<file path="config.mk">
export PLATFORM = sky130hd
export DESIGN_NAME = edge_threshold
export DESIGN_NICKNAME = d
export VERILOG_FILES = /design/src/rtl/edge_threshold.sv
export SDC_FILE = /design/constraint.sdc
export NUM_CORES = 1
export LEC_CHECK = 0
export CORE_MARGIN = 4
export CORE_UTILIZATION = 30
export DETAILED_ROUTE_END_ITERATION = 8
export GPL_ROUTABILITY_DRIVEN = 0
export HOLD_SLACK_MARGIN = 0.05
export SYNTH_ARGS = -nofsm -noshare
export SYNTH_HDL_FRONTEND = slang
export SYNTH_SLANG_ARGS = --single-unit
</file>
<file path="constraint.sdc">
create_clock -name i_sysclk -period 2.91 [get_ports i_sysclk]
set_input_delay 0.582 -clock i_sysclk [delete_from_list [all_inputs] [get_ports i_sysclk]]
set_output_delay 0.582 -clock i_sysclk [all_outputs]
set_load 0.03 [all_outputs]
</file>
<file path="src/rtl/edge_threshold.sv">
// edge_threshold
//   Thresholds a Sobel gradient-magnitude stream into a binary edge map, or
//   passes a grey pixel through, behind a one-deep registered output stage.
//   It also counts the edge pixels of each frame.
//
//   A flush request discards the rest of the current frame. Output then
//   resumes at the next start-of-frame beat. After reset the block sits in
//   the flush state, so only whole frames are ever emitted.
//
// Parameters
//   MAG_W     gradient-magnitude width
//   SCALE_SH  left shift applied to i_threshold before comparison
//   CNT_W     edge-counter width (saturating)
//
// Ports
//   i_sysclk               clock
//   RST                    asynchronous active-low reset
//   i_mode                 0 = passthrough, 1 = filter
//   i_sobel_en             thresholding enable (filter needs both)
//   i_flush                flush request, level; acts on its rising edge
//   i_threshold[25:0]      unsigned threshold, latched per frame on sof
//   s_valid/s_ready        upstream handshake
//   s_sof, s_mag, s_pix    upstream beat payload
//   m_valid/m_ready        downstream handshake
//   m_sof, m_pix           downstream beat payload
//   o_edge_count           edge pixels of the last completed frame
//   o_count_valid          one-cycle strobe when o_edge_count updates
module edge_threshold #(
  parameter int MAG_W    = 11,
  parameter int SCALE_SH = 3,
  parameter int CNT_W    = 20
) (
  input  logic             i_sysclk,
  input  logic             RST,
  input  logic             i_mode,
  input  logic             i_sobel_en,
  input  logic             i_flush,
  input  logic [25:0]      i_threshold,
  input  logic             s_valid,
  output logic             s_ready,
  input  logic             s_sof,
  input  logic [MAG_W-1:0] s_mag,
  input  logic [7:0]       s_pix,
  output logic             m_valid,
  input  logic             m_ready,
  output logic             m_sof,
  output logic [7:0]       m_pix,
  output logic [CNT_W-1:0] o_edge_count,
  output logic             o_count_valid
);

  localparam int CMP_W = 26 + SCALE_SH;

  typedef enum logic {
    RUN,
    FLUSH
  } state_t;

  state_t state_q, state_d;

  logic             flush_q;
  logic             flush_rise;
  logic [25:0]      thr_q;
  logic [25:0]      thr_used;
  logic [CMP_W-1:0] thr_scaled;
  logic [CMP_W-1:0] mag_ext;
  logic             filter_on;
  logic             above;
  logic             is_edge;
  logic [7:0]       pix_d;
  logic             out_free;
  logic             accept;
  logic             take;
  logic [CNT_W-1:0] run_cnt;

  // ---------------------------------------------------------------------
  // Handshake and beat qualification
  // ---------------------------------------------------------------------
  assign flush_rise = i_flush & ~flush_q;
  assign out_free   = ~m_valid | m_ready;

  // While flushing, non-sof beats are sunk unconditionally. A sof beat
  // produces output, so it must wait for the output stage like in RUN.
  always_comb begin
    s_ready = 1'b1;
    if (state_q == RUN || s_sof) begin
      s_ready = out_free;
    end
  end

  assign accept = s_valid & s_ready;
  assign take   = accept & ((state_q == RUN) | s_sof);

  // ---------------------------------------------------------------------
  // Thresholding datapath
  // ---------------------------------------------------------------------
  // The sof beat already uses the new threshold, before thr_q captures it.
  assign thr_used   = s_sof ? i_threshold : thr_q;
  assign thr_scaled = CMP_W'(thr_used) << SCALE_SH;
  assign mag_ext    = CMP_W'(s_mag);
  assign above      = mag_ext > thr_scaled;
  assign filter_on  = i_mode & i_sobel_en;
  assign is_edge    = filter_on & above;

  always_comb begin
    pix_d = s_pix;
    if (filter_on) begin
      pix_d = above ? 8'hFF : 8'h00;
    end
  end

  // ---------------------------------------------------------------------
  // State machine
  // ---------------------------------------------------------------------
  // An accepted sof beat wins over a coincident flush edge, so a flush
  // that lines up with a frame start does not drop the new frame.
  always_comb begin
    state_d = state_q;
    if (take && s_sof) begin
      state_d = RUN;
    end else if (state_q == RUN && flush_rise) begin
      state_d = FLUSH;
    end
  end

  always_ff @(posedge i_sysclk or negedge RST) begin
    if (!RST) begin
      state_q <= FLUSH;
      flush_q <= 1'b0;
    end else begin
      state_q <= state_d;
      flush_q <= i_flush;
    end
  end

  // ---------------------------------------------------------------------
  // Output register: loads on a taken beat, otherwise holds until drained
  // ---------------------------------------------------------------------
  always_ff @(posedge i_sysclk or negedge RST) begin
    if (!RST) begin
      m_valid <= 1'b0;
      m_sof   <= 1'b0;
      m_pix   <= '0;
    end else if (take) begin
      m_valid <= 1'b1;
      m_sof   <= s_sof;
      m_pix   <= pix_d;
    end else if (m_ready) begin
      m_valid <= 1'b0;
    end
  end

  // ---------------------------------------------------------------------
  // Threshold latch and per-frame edge counter
  // ---------------------------------------------------------------------
  always_ff @(posedge i_sysclk or negedge RST) begin
    if (!RST) begin
      thr_q         <= '0;
      run_cnt       <= '0;
      o_edge_count  <= '0;
      o_count_valid <= 1'b0;
    end else begin
      o_count_valid <= 1'b0;
      if (take) begin
        if (s_sof) begin
          thr_q         <= i_threshold;
          o_edge_count  <= run_cnt;
          o_count_valid <= 1'b1;
          run_cnt       <= is_edge ? CNT_W'(1) : '0;
        end else if (is_edge && run_cnt != '1) begin
          run_cnt <= run_cnt + CNT_W'(1);
        end
      end
    end
  end

endmodule

</file>
== After elaboration in Yosys (flattened, before gate mapping) ==
Index checks and enable logic that the tools add are counted.

* Add/subtract/negate cells: 1
* Bitwise operators: 10
* Shift-type cells: 0
* Multipliers: 0
* Div/mod/pow operators: 0
* Mux-type cells: 13
* Reductions and logical operators: 9
* $lt $le $gt $ge: 1
* Eq/ne operators: 1

{| class="wikitable"
|+ Operators by type and width
! kind !! number
|-
| 20-bit 2-to-1 mux || 2
|-
| 11-bit by 29-bit greater-than comparator with 1-bit output || 1
|-
| 26-bit 2-to-1 mux || 1
|-
| 20-bit by 1-bit adder with 20-bit output, second input constant || 1
|-
| 20-bit inequality test, second input constant || 1
|-
| 8-bit 2-to-1 mux || 2
|-
| 1-bit 2-to-1 mux || 8
|-
| 2-bit nonzero test || 3
|-
| 1-bit bitwise AND || 5
|-
| 2-bit AND reduction || 2
|-
| 1-bit logical AND || 3
|-
| 1-bit NOT || 3
|-
| 1-bit OR || 2
|-
| 1-bit logical OR || 1
|}

* Logic and storage cells: 44
* Output and inout bits: 32
* Memory bits (read-only): 0
* Bits in latches: 0
* Bits of input ports: 53
* Memory bits (writable): 0
* Flip-flop bits (word level): 79
* Memories kept: 0

== Longest topological paths before layout ==
* Word-level depth: 7
* Mapped depth: 12
* Depth with buffers taken out: 8

== Worst setup path before layout ==
Ideal clock, no wire load.

* Path type: input port to flip-flop
* Start: input s_sof
* End: register run_cnt[12]
* Library setup time: 0.070 ns
* Arrival time: 3.173 ns
* Data required time: 2.840 ns
* Cell stages on the path: 11
* Path slack: -0.333 ns
* Path buffers: 3
* Path through: buf_2 > clkbuf_1 > buf_1 > mux2i_1 > ha_1 > and4_1 > o21ai_0 > a21oi_1 > o2111ai_2 > or4_2 > nand3_1

* Word-level cells in the longest chain between the ends: 6
* Elaborated cells between the ends (all ways): 12
* Those cells by class: order compare: 1; mux: 3; bitwise: 4; reduce/logical: 4

{| class="wikitable"
|+ Ends and longest elaborated chain
! item !! line !! text
|-
| start: declaration || 41 || <nowiki>input logic s_sof,</nowiki>
|-
| 26-bit 2-to-1 mux || - ||
|-
| 11-bit by 29-bit greater-than comparator with 1-bit output || 101 || <nowiki>assign above = mag_ext > thr_scaled;</nowiki>
|-
| 1-bit bitwise AND || 103 || <nowiki>assign is_edge = filter_on & above;</nowiki>
|-
| 1-bit logical AND || 170 || <nowiki>end else if (is_edge && run_cnt != '1) begin</nowiki>
|-
| 2-bit nonzero test (no line) || - ||
|-
| 2-bit AND reduction (no line) || - ||
|-
| end signal: assignment || 169 || <nowiki>run_cnt <= is_edge ? CNT_W'(1) : '0;</nowiki>
|-
| end signal: assignment || 171 || <nowiki>run_cnt <= run_cnt + CNT_W'(1);</nowiki>
|-
| end: declaration || 74 || <nowiki>logic [CNT_W-1:0] run_cnt;</nowiki>
|}

Several ways; a longest one is shown, not always the timed one.
A chain may end at the register's enable or synchronous reset.

== Worst setup path in the final report ==
* Start: input s_sof
* End: register run_cnt[16]

Same word-level chain as after synthesis.

==> results.yml <==
global_route:
  grt_first_pass_wirelength_um: 16300
  grt_overflow_total: 0
  global_route.usage.total: 0.137
  grt_pass1_vias: 3226
  grt_antenna_before_repair: 0
  grt_max_degree: 44
yosys:
  yosysMostFrequentCell: "sky130_fd_sc_hd__dfrtp_1"
  synth_largest_area_cell: "sky130_fd_sc_hd__dfrtp_1"
  synth_ff_type: "sky130_fd_sc_hd__dfrtp_1"
  synth_seq_cells: 79
  synth_top_cell_area_share: 0.495
  avgSynthCellArea_um2: 10.8
  syn_nets: 428
  synth-seq-area-share: 0.502
  ys_warn_count: 0
  syn-cell-area_um2: 3940
  ys_top_cells_by_count: "sky130_fd_sc_hd__dfrtp_1, sky130_fd_sc_hd__nand2_1, sky130_fd_sc_hd__mux2_2"
  synthArstFlopShare: 1.00
  netlist_top_cells_area: "sky130_fd_sc_hd__dfrtp_1, sky130_fd_sc_hd__mux2_2, sky130_fd_sc_hd__nand2_1, sky130_fd_sc_hd__ha_1, sky130_fd_sc_hd__a21oi_1"
  ys_types: 57
  syn_inst_count: 366
  synth_enable_flop_cells: 0
cells_and_area:
  drive_gt1_frac: 0.223
  nFillCells: 1239
  final_cell_area_um2: 5570
  syn2layout_area_growth_pct: 41.4
  postLayoutCoreUtil: 0.438
  finish.cell_count_without_fillers: 648
  n_antenna_cell: 0
  num-nets-final: 533
routing:
  drt_drc: 0
  dr_total_vias: 3226
  number_of_routed_nets_with_antenna_violations: 0
  detailedRoute.firstIterationViolations: 173
  post_drt_wl_per_cell_um: 15.2
  routed_via_density: 4.98
  drt_pass1_iterations: 4
  finalWirelength_um: 9820
clock_network:
  h_tree_depth: 3
  clk_pin_slew_worst_paths_ns: 0.07
  cts_num_sinks: 79
  clock-root-buffer: "sky130_fd_sc_hd__clkbuf_16"
  clock_tree_from_tritoncts: "built"
  maximum_number_of_buffers_from_clock_root_to_sink: 2
  clock_latency_ns: 0.33
  hold_buffers: 0
  tritoncts.num_buffers: 9
placement:
  dp_hpwl_um: 7280
  post_placement_cell_area_um2: 5100
  dp_slack_ns: -0.466
  io_buffers: 84
  placedCellCount: 628
run:
  cap_violations: 0
sta:
  worst_slew_pin_slew_ns: 0.558
  setup_viol_count_final: 0
  clock.fmax_ghz: 0.358
  hold_violations: 0
  rsz0062_at_grt: "true"
  slew_headroom: 0.628
  final.setup.tns_ns: 0
  whs_ns: 0.230
  setup_slack_ns: 0.116
  finalMaxSlewViolations: 0
  layout_worst_path_cycle_share: 0.960
  finClkSkew_ns: 0.00749
  final.min_clock_period_ns: 2.79
pwr:
  net-switching-power_mw: 0.934
  power_switching_share: 0.260
  sequentialPowerShare: 0.385
  power.total_mw: 3.59
  pwr-share-comb: 0.199
  p_leak_nw: 2.37
  power_density_nw_per_um2: 644
  max-vdd-ir-drop_v: 0.000302
  power.share.clock: 0.416
  cellInternalPower_mw: 2.66
setup_path:
  crit_required_ns: 3.18
  path_max_fanout: 8
  worst_setup_path_end_kind: "flip-flop"
  cp-start-kind: "input pin"
  worstPathArrival_ns: 3.07
  critical_path.cell_chain: "dlygate4sd2_1, bufbuf_16, mux2i_1, ha_1, and4_1, o21ai_0, a21oi_2, o2111ai_4, or4_2, nand3_1"
  worst_path_max_delay_cell: "sky130_fd_sc_hd__or4_2"
  criticalPathCategory: "in2reg"
  critical-path-max-stage-delay_ns: 0.64
  rr_worst_depth: 9
die:
  design.die.area_um2: 15000
  floorplan.initialDensity: 0.310
  floorplan.die.height_um: 123
  die-width_um: 123
  row_count: 41
  design.portCount: 85
  design.core.area_um2: 12700
outcome:
  result_of_the_run: "finished, final reports clean"
worst_hold_path:
  min_path_type: "in2async"
cells by family after synthesis:
kind of cell	synth area share
AO/OA/AOI/OAI	0.124
adder cells (fa/ha/maj)	0.0286
buffers and inverters	0.0318
flip-flops	0.502
multiplexers	0.136
AND/OR/NAND/NOR	0.178
critical path, delay by kind of cell:
kind	cells	cell delay, ns
mux	1	0.13
compound gates	3	0.58
buf+inv	2	0.56
simple gates	3	0.93
fa+ha+maj	1	0.28
cell usage in the layout (no fill, tap or decap), types with 10 or more instances in the layout:
cell type                         instances
sky130_fd_sc_hd__o211ai_1                10
sky130_fd_sc_hd__a21oi_1                 17
sky130_fd_sc_hd__nor3_1                  10
sky130_fd_sc_hd__buf_4                   27
sky130_fd_sc_hd__mux2_2                  39
sky130_fd_sc_hd__clkdlybuf4s50_1         81
sky130_fd_sc_hd__o21ai_0                 17
sky130_fd_sc_hd__dfrtp_1                 78
sky130_fd_sc_hd__nand2_1                 49
sky130_fd_sc_hd__nand3_1                 17
sky130_fd_sc_hd__nor2_1                  11
sky130_fd_sc_hd__or3_1                   10
power groups by stage:
stage / logic, mW / registers, mW / clock network [mW]
detailed placement: 0.713 / 1.40 / 0
finish: 0.715 / 1.38 / 1.49
floorplan: 0.322 / 1.47 / 0
global route: 0.784 / 1.40 / 1.57
CTS: 0.727 / 1.38 / 1.51
global placement: 0.701 / 1.40 / 0
worst paths after layout:
path	from	endpoint	slack (ns)
worst min-delay path	RST	thr_q[25]	0.23
worst min register to register	thr_q[4]	thr_q[4]	0.48
min in group i_sysclk	thr_q[4]	thr_q[4]	0.48
worst max register to register	run_cnt[0]	run_cnt[15]	0.41
worst max-delay path	s_sof	run_cnt[16]	0.12
max in group asynchronous	RST	run_cnt[6]	1.96
registers in the layout, indices dropped and copies added, names as in the netlist:
register and count:
m_pix 8, o_edge_count 20, thr_q 26, m_sof 1
run_cnt 20, o_count_valid 1, state_q 1, flush_q 1
m_valid 1
area by class of cell:
| type | count | area, um2 | area share |
|---|---|---|---|
| Clock buffer | 9 | 225 | 0.0404 |
| Sequential cell | 79 | 1980 | 0.355 |
| Inverter | 6 | 22.5 | 0.00404 |
| Timing Repair Buffer | 113 | 1100 | 0.198 |
| Multi-Input combinational cell | 262 | 1860 | 0.334 |
| Clock inverter | 7 | 168 | 0.0301 |
| Tap cell | 172 | 215 | 0.0386 |
timing repair:
item                       CTS  global route
resized for setup            5             3
setup buffers                3             0
setup endpoints to repair    8             2
pin swaps                    2             0
cloned                       1             0
metal layers:
| layer | part of all wire | wire length, um | track usage | up-vias |
|---|---|---|---|---|
| li1 | - | - | - | 1574 |
| met1 | 0.46 | 4560 | 0.182 | 1563 |
| met3 | 0.049 | 485 | 0.0300 | 12 |
| met4 | 0.013 | 131 | 0.0462 | 0 |
| met2 | 0.47 | 4640 | 0.221 | 77 |
| met5 | 0 | 0 | 0 | - |
(Power assumes the default switching activity.)
